[config.mk]
export PLATFORM = sky130hd
export DESIGN_NAME = sparce_unit
export DESIGN_NICKNAME = d
export VERILOG_FILES = /design/src/rtl/sparce_unit.sv
export SDC_FILE = /design/constraint.sdc
export NUM_CORES = 2
export LEC_CHECK = 0
export BUFFER_PORTS_ARGS = -buffer_cell sky130_fd_sc_hd__buf_4
export CAP_MARGIN = 20
export CELL_PAD_IN_SITES_DETAIL_PLACEMENT = 0
export CELL_PAD_IN_SITES_GLOBAL_PLACEMENT = 1
export CORE_MARGIN = 2
export CORE_UTILIZATION = 51
export DETAILED_ROUTE_END_ITERATION = 7
export PLACE_DENSITY = 0.85
export REMOVE_ABC_BUFFERS = 1
export SETUP_SLACK_MARGIN = 0.02
export SKIP_LAST_GASP = 1
export SLEW_MARGIN = 20
export SYNTH_ARGS = -nofsm -noshare
export SYNTH_HDL_FRONTEND = slang
export SYNTH_SLANG_ARGS = --single-unit
[constraint.sdc]
create_clock -name CLK -period 10.39 [get_ports CLK]
set_input_delay 2.078 -clock CLK [delete_from_list [all_inputs] [get_ports CLK]]
set_output_delay 2.078 -clock CLK [all_outputs]
set_load 0.01 [all_outputs]
[src/rtl/sparce_unit.sv]
// SPARCE skip unit: tracks which architectural registers hold zero, holds a
// small table of skippable code regions, and redirects fetch past a region
// when its trigger PC is fetched and its source operand(s) are known zero.
module sparce_unit #(
    parameter int          SASA_ENTRIES = 16,
    parameter logic [31:0] SASA_BASE    = 32'h0000_2000
) (
    input  logic        CLK,
    input  logic        nRST,
    input  logic [31:0] pc,
    input  logic [31:0] rdata,
    input  logic        if_ex_enable,
    input  logic        wb_en,
    input  logic [4:0]  rd,
    input  logic [31:0] wb_data,
    input  logic        sasa_wen,
    input  logic [31:0] sasa_addr,
    input  logic [31:0] sasa_data,
    output logic        skipping,
    output logic [31:0] sparce_target
);

    localparam int          IW        = $clog2(SASA_ENTRIES);
    localparam logic [31:0] WIN_BYTES = 32'(8 * SASA_ENTRIES);

    // Skip table: trigger PC (word-aligned) and decoded config word
    logic [29:0]             trig_q [SASA_ENTRIES];
    logic [11:0]             len_q  [SASA_ENTRIES];
    logic [4:0]              rs1_q  [SASA_ENTRIES];
    logic [4:0]              rs2_q  [SASA_ENTRIES];
    logic [SASA_ENTRIES-1:0] mode_q;
    logic [SASA_ENTRIES-1:0] tbl_vld_q;

    logic [31:0] spv_q;
    logic [31:0] spv_nxt;

    // Two most recent fetched instructions whose result is not yet written back
    logic [1:0]  trk_vld_q;
    logic [1:0]  trk_vld_c;
    logic [4:0]  trk_rd_q [2];
    logic        new_vld;

    logic        skip_p1;
    logic        hold_p1;
    logic [31:0] tgt_p1;

    logic          hit;
    logic          cond;
    logic          fire;
    logic [IW-1:0] sel;
    logic [31:0]   tgt_nxt;

    logic          in_win;
    logic [31:0]   win_off;
    logic [IW-1:0] wr_idx;

    logic unused_bits;
    assign unused_bits = ^{rdata[31:12], sasa_data[19:12]};

    // Opcodes that produce a register result (R, I-arith, load, LUI, AUIPC, JAL, JALR)
    function automatic logic is_tracked_op(input logic [6:0] op);
        case (op)
            7'b0110011, 7'b0010011, 7'b0000011, 7'b0110111,
            7'b0010111, 7'b1101111, 7'b1100111: return 1'b1;
            default:                            return 1'b0;
        endcase
    endfunction

    // A register is zero only if the vector says so and no in-flight write targets it
    function automatic logic reg_zero(input logic [4:0] r, input logic [31:0] spv,
                                      input logic [1:0] tv, input logic [4:0] t0,
                                      input logic [4:0] t1);
        return spv[r] && !(tv[0] && (t0 == r)) && !(tv[1] && (t1 == r));
    endfunction

    assign win_off = sasa_addr - SASA_BASE;
    assign in_win  = (sasa_addr >= SASA_BASE) && (win_off < WIN_BYTES);
    assign wr_idx  = sasa_addr[3 +: IW];

    assign new_vld      = is_tracked_op(rdata[6:0]) && (rdata[11:7] != 5'd0);
    assign trk_vld_c[0] = trk_vld_q[0] && !(wb_en && (rd == trk_rd_q[0]));
    assign trk_vld_c[1] = trk_vld_q[1] && !(wb_en && (rd == trk_rd_q[1]));

    // Next-state sparsity vector; also used directly so a same-cycle writeback is seen
    always_comb begin
        spv_nxt = spv_q;
        if (wb_en && (rd != 5'd0))
            spv_nxt[rd] = (wb_data == 32'd0);
        spv_nxt[0] = 1'b1;
    end

    // Table lookup: descending scan so the lowest matching index is the one kept
    always_comb begin
        hit = 1'b0;
        sel = '0;
        for (int i = SASA_ENTRIES - 1; i >= 0; i--) begin
            if (tbl_vld_q[i] && (len_q[i] != 12'd0) && ({trig_q[i], 2'b00} == pc)) begin
                hit = 1'b1;
                sel = IW'(i);
            end
        end
    end

    assign cond = reg_zero(rs1_q[sel], spv_nxt, trk_vld_c, trk_rd_q[0], trk_rd_q[1]) ||
                  (mode_q[sel] &&
                   reg_zero(rs2_q[sel], spv_nxt, trk_vld_c, trk_rd_q[0], trk_rd_q[1]));
    assign tgt_nxt = {trig_q[sel], 2'b00} + {18'd0, len_q[sel], 2'b00};
    assign fire    = if_ex_enable && hit && cond && !skip_p1 && !hold_p1;

    // Sparsity vector register
    always_ff @(posedge CLK or negedge nRST) begin
        if (!nRST) spv_q <= '1;
        else       spv_q <= spv_nxt;
    end

    // Tracker valid bits: shift on advance, writeback clears in the shifted position
    always_ff @(posedge CLK or negedge nRST) begin
        if (!nRST)             trk_vld_q <= '0;
        else if (if_ex_enable) trk_vld_q <= {trk_vld_c[0], new_vld};
        else                   trk_vld_q <= trk_vld_c;
    end

    // Tracker destination registers
    always_ff @(posedge CLK) begin
        if (if_ex_enable) begin
            trk_rd_q[1] <= trk_rd_q[0];
            trk_rd_q[0] <= rdata[11:7];
        end
    end

    // Table valid bits written from the config window
    always_ff @(posedge CLK or negedge nRST) begin
        if (!nRST)
            tbl_vld_q <= '0;
        else if (sasa_wen && in_win && sasa_addr[2])
            tbl_vld_q[wr_idx] <= sasa_data[31];
    end

    // Table data fields written from the config window
    always_ff @(posedge CLK) begin
        if (sasa_wen && in_win) begin
            if (!sasa_addr[2]) begin
                trig_q[wr_idx] <= sasa_data[31:2];
            end else begin
                mode_q[wr_idx] <= sasa_data[30];
                rs1_q[wr_idx]  <= sasa_data[29:25];
                rs2_q[wr_idx]  <= sasa_data[24:20];
                len_q[wr_idx]  <= sasa_data[11:0];
            end
        end
    end

    // ---- stage p1: skip pulse, holdoff and redirect target ----
    // Skip pulse and holdoff advance only with the pipeline
    always_ff @(posedge CLK or negedge nRST) begin
        if (!nRST) begin
            skip_p1 <= 1'b0;
            hold_p1 <= 1'b0;
            tgt_p1  <= '0;
        end else if (if_ex_enable) begin
            skip_p1 <= fire;
            hold_p1 <= skip_p1;
            if (fire)
                tgt_p1 <= tgt_nxt;
        end
    end

    assign skipping      = skip_p1;
    assign sparce_target = tgt_p1;

endmodule

After elaboration in Yosys (flattened, before gate mapping)
Memories as Yosys holds them, arrays and structs flattened. Index checks and enable logic that the tools add are counted.

Bits in writable memories: 842. Logic and storage cells: 195. Bits of input ports: 170. Output and inout bits: 33. Register bits after elaboration: 99. Memories: 5. Bits in latches: 0. ROM bits: 0.

Memories: trig_q (words 16, width 30, rd ports 17, clocked after memory_dff 0, write ports 1, RTL line 27) `logic [29:0] trig_q [SASA_ENTRIES];`; len_q (words 16, width 12, rd ports 17, clocked after memory_dff 0, write ports 1, RTL line 28) `logic [11:0] len_q [SASA_ENTRIES];`; rs1_q (words 16, width 5, rd ports 1, clocked after memory_dff 0, write ports 1, RTL line 29) `logic [4:0] rs1_q [SASA_ENTRIES];`; rs2_q (words 16, width 5, rd ports 1, clocked after memory_dff 0, write ports 1, RTL line 30) `logic [4:0] rs2_q [SASA_ENTRIES];`; trk_rd_q (words 2, width 5, rd ports 2, clocked after memory_dff 0, write ports 2, RTL line 40) `logic [4:0] trk_rd_q [2];`.

Div/mod/pow operators: 0. Mux-type cells: 56. $mul: 0. Bitwise gates (word level): 0. Add/subtract/negate cells: 2. Equal/unequal tests: 29. $lt $le $gt $ge: 9. Reduce and logical (&&, ||, !) cells: 87. Shifts and indexed selects: 0.

Operators by type and width (number): 32-bit equality test (16); 12-bit nonzero test (16); 4-bit two-way mux (16); 1-bit logical AND (56); 32-bit by 14-bit adder with 32-bit output (1); 16-bit bitwise mux (2); 32-bit bitwise mux (1); 32-bit by 14-bit greater-or-equal comparator with 1-bit output, second input constant (1); 32-bit zero test (1); 32-bit by 8-bit < comparator with 1-bit output, second input constant (1); 32-bit two-way mux (1); 32-bit by 14-bit subtractor with 32-bit output, second input constant (1); 5-bit equality test (6); 1-bit two-way mux (30); 5-bit by 6-bit < comparator with 1-bit output, second input constant (3); 7-bit by 5-bit equality test with 1-bit output, second input constant (2); 7-bit by 6-bit equality test with 1-bit output, second input constant (2); 7-bit equality test, second input constant (2); 1-bit binary-select mux with 5-bit select (2); 4-bit by 5-bit < comparator with 1-bit output, second input constant (2); 5-bit nonzero test (2); 1-bit zero test (8); 7-bit by 2-bit equality test with 1-bit output, second input constant (1); 7-bit OR reduction (1); 8 further kinds (9).

Longest topological paths before layout
An unclocked memory read counts as a cell.

Word-level depth: 32. Depth in mapped cells: 42. Gate-level depth less buffers: 32.

Worst setup path before layout
No wires, ideal clock.

Kind: input port to flip-flop. Start: input port pc[30]. End: register tgt_p1[28], in the netlist sparce_target[28]. Buffers on the path: 9. Setup slack: 0.508 ns. Required time: 10.265 ns. Stages on the path: 40. Data arrival time: 9.758 ns. Setup time: 0.125 ns. Path through: buf_2 > buf_2 > xnor2_1 > nand4_1 > or4_1 > nor3_1 > or2_2 > o311ai_1 > a21oi_1 > buf_2 > buf_2 > buf_1 > buf_1 > clkbuf_1 > clkbuf_1 > buf_1 > nand2_1 > a31oi_1 > [... 4 more ...] > fa_1 > inv_1 > a21oi_1 > o21ai_0 > and2_1 > o21ai_0 > nand2_1 > a21oi_1 > o21ai_0 > a21o_1 > a21o_1 > a21o_1 > a21o_1 > nor3b_1 > nand2b_4 > nor3_1 > xor2_1 > mux2_2.

Longest elaborated chain between the ends: 30. Elaborated cells on any way between the ends: 98. Classes of those cells: 1 x add/sub; 20 x eq/ne; 38 x mux; 35 x reduce/logical; 4 x memory.

RTL lines: start: declaration (RTL line 10) `input logic [31:0] pc,`; branches (longest 30 deep; another with 32-bit equality test); end signal: assignment (RTL line 164) `tgt_p1 <= tgt_nxt;`; end: declaration (RTL line 45) `logic [31:0] tgt_p1;`.

Several ways; the timed one is not identified. The select of a mux whose other input is x is not followed. A chain may end at the register's enable or synchronous reset.

Final worst setup path
Start: input port pc[11]. End: register tgt_p1[28], in the netlist sparce_target[28].

Same word-level chain as after synthesis.

==> run summary <==
reg2reg end: sparce_target[28]
period utilization: 93.1%
initial core utilization: 51.7%
worst-path fanout max: 28
Vias/cell: 6.49
Non-Filler Instances: 5598
share of layout cells above drive strength 1: 15.9%
antenna violations before repair: 8
die area: 95600 um^2
final hold violation count: 0
router iterations before antenna repair: 6
Syn. warnings: 0
RePlAce Congestion: 1.06
post-cts repair resize count: 0
CP arrival: 10.25 ns
RR Startpoint: trig_q[13][9]
Pleak: 0.0197 uW
largest net degree at the start of global routing: 64
simple-gate share of the synthesized area: 17.3%
Post-Synthesis Cells: 4023
number of buffers created by CTS: 100
clock skew: 0.0395 ns
Final WS setup: 0.715 ns
initial drt markers: 5314
quantity of I/O buffers inserted on ports: 178
chip width: 309 um
slowest stage cell, crit path: o311ai_1
pre-CTS setup slack: 0.239 ns
status: finished clean
post-synthesis sequential area ratio: 58.6%
vias in the first global route: 34369
gr usage total: 37.4%
Post-Synth Adder-Cell Area: 0.385%
Worst Hold Class: flop to flop
most common cell after layout, fill and taps aside: edfxtp_1
root buffer cell: clkbuf_16
post-route minimum period: 9.67 ns
total overflow reported by the global router: 0
Post-synth EDFFs: 858
# DRC: 0
H-tree depth: 3
Reg clk slew, reported paths: 0.06 ns
Nets: 4450
syn avg cell area: 11.8 um^2
area fraction in compound gates after synthesis: 5.25%
main flop type after synthesis: edfxtp_1
distinct cell type count after synthesis: 90
Antenna Nets Post-Route: 0
first-pass GRT wire length: 250000 um
clk_lat worst skew: 0.72 ns
Max-Cap Viols: 0
FMAX: 103 MHz
clk sinks: 939
CP Launch Type: input pin
actual slew at the worst max-slew pin: 1.16 ns
via count: 36328
WL per Instance: 32.0 um
IO Pins: 203
xor and xnor fraction of the mapped netlist area: 10.1%
final setup fails: 0
relative slew slack: 22.6%
final setup TNS: 0 ns
CTS Hold Bufs: 0
RSZ-0062 raised after global routing: no
Required @ worst endpoint: 10.96 ns
row cnt: 111
reg2reg setup slack: 1.85 ns
max incr delay on CP: 0.59 ns
Core ar.: 91900 um^2
Worst setup endpoint: sparce_target[28]
Crit. Startpoint: pc[11]
placed insts: 5403
Post-CTS Setup Inserts: 0
detailed placement HPWL: 127000 um
Crit. End Element: flop
Post-Syn Area: 47500 um^2
Yosys reg bits: 939
Pins Over Slew Limit: 0
WL final: 179000 um
Max rail drop VDD: 0.128 mV
crit path kind: input pin to flop
total power: 8250 uW
cell mode on critical path: buf_4
CTS Buffer Depth: 3
hold path cells: 1
TritonCTS clock tree: done
largest family of logic cells by synthesized area: simple AND/OR/NAND/NOR gates
share of flip-flops with an asynchronous set or reset: 8.63%
most frequent cells in the layout: 858 x edfxtp_1, 694 x nand2_1, 371 x xor2_1, 363 x buf_4, 281 x nand3_1
Layout Area Growth over Synthesis: 14.7%
pwr dens: 151 nW/um^2
R2R cell count: 37
post-synthesis mux area share: 5.39%
Die Y: 309 um
## synthesized netlist by cell type, drive strengths merged (15+ instances only)
| cell | count | share of area (%) |
|---|---|---|
| and3 | 106 | 1.4 |
| o211ai | 35 | 0.55 |
| nor4b | 29 | 0.53 |
| nand3 | 282 | 3.0 |
| nor2 | 81 | 0.66 |
| or3 | 20 | 0.26 |
| buf | 141 | 1.9 |
| a31oi | 74 | 0.97 |
| nand2b | 16 | 0.23 |
| xnor2 | 175 | 3.3 |
| nand4 | 42 | 0.55 |
| xor2 | 371 | 6.8 |
| mux2 | 78 | 1.8 |
| or4 | 34 | 0.55 |
| inv | 29 | 0.23 |
| a211oi | 73 | 1.2 |
| nor2b | 15 | 0.20 |
| edfxtp | 858 | 54 |
| nand2 | 696 | 5.5 |
| mux2i | 168 | 3.5 |
| nor3 | 81 | 0.87 |
| o21ai | 47 | 0.50 |
| nor4 | 179 | 2.4 |
| clkbuf | 97 | 0.77 |
| or2 | 18 | 0.24 |
| a21oi | 44 | 0.46 |
| dfrtp | 50 | 2.6 |
| dfstp | 31 | 1.7 |
## worst max-delay path: cells and delay by family
family,cells,cell delay (ns)
compound gates,15,3.24
mux,1,0.27
xor+xnor,2,0.48
simple gates,10,2.15
fa+ha+maj,2,0.69
buf+inv,8,1.28
## routing by layer
metal	up-vias	part of all wire, %	GRT usage [%]
li1	15412	-	-
met1	17836	37	49.8
met2	2621	43	55.5
met3	455	14	11.0
met4	4	6.0	19.3
met5	-	0.036	0.404
## logic make-up (layout without fill, tap and decap cells)
family | after synthesis | after routing
xor+xnor | 546 | 546
other cells | 1 | 3
simple gates | 1649 | 1649
fa+ha+maj | 14 | 14
compound gates | 360 | 360
buf+inv | 268 | 598
flops | 939 | 939
mux | 246 | 246
## flip-flops by register name (all words and copies together), names as in the netlist
name and count:
spv_q 31, trk_vld_q 2, trig_q 480, len_q 192, tbl_vld_q 16, trk_rd_q 10, sparce_target 30, rs1_q 80
mode_q 16, hold_p1 1, rs2_q 80, skipping 1
## power breakdown
part / switching (uW) / total (uW) / leakage, uW / internal [uW]
sequential: 4.59 / 4130 / 0.00873 / 4130
combinational: 303 / 418 / 0.00931 / 115
clock: 1600 / 3700 / 0.00163 / 2100
## layout make-up
class / instances / area [um^2]
Timing Repair Buffer: 378 / 3040
Inverter: 30 / 113
Clock inverter: 66 / 701
Antenna cell: 1 / 2.50
Multi-Input combinational cell: 2817 / 18600
Sequential cell: 939 / 27800
Fill cell: 7620 / 37500
Tap cell: 1243 / 1560
Clock buffer: 124 / 2650
## through the flow
stage	instance area (um^2)	utilization, %	hold slack, ns
floorplan	46200	-	0.476
global placement	51000	55.4	0.469
detailed placement	51000	55.5	0.476
CTS	54400	59.2	0.490
global route	54500	59.2	0.503
finish	54500	59.2	0.483
## how the worst min path moves through the flow
stage | start | endpoint | slack, ns
5_1_grt | sparce_target[22] | sparce_target[22] | 0.50
6_report | sparce_target[20] | sparce_target[20] | 0.48
4_1_cts | sparce_target[19] | sparce_target[19] | 0.49
3_5_place_dp | sparce_target[19] | sparce_target[19] | 0.48
3_3_place_gp | sparce_target[20] | sparce_target[20] | 0.47
2_1_floorplan | hold_p1 | hold_p1 | 0.48
No activity file was read; power rests on OpenSTA's default activity.
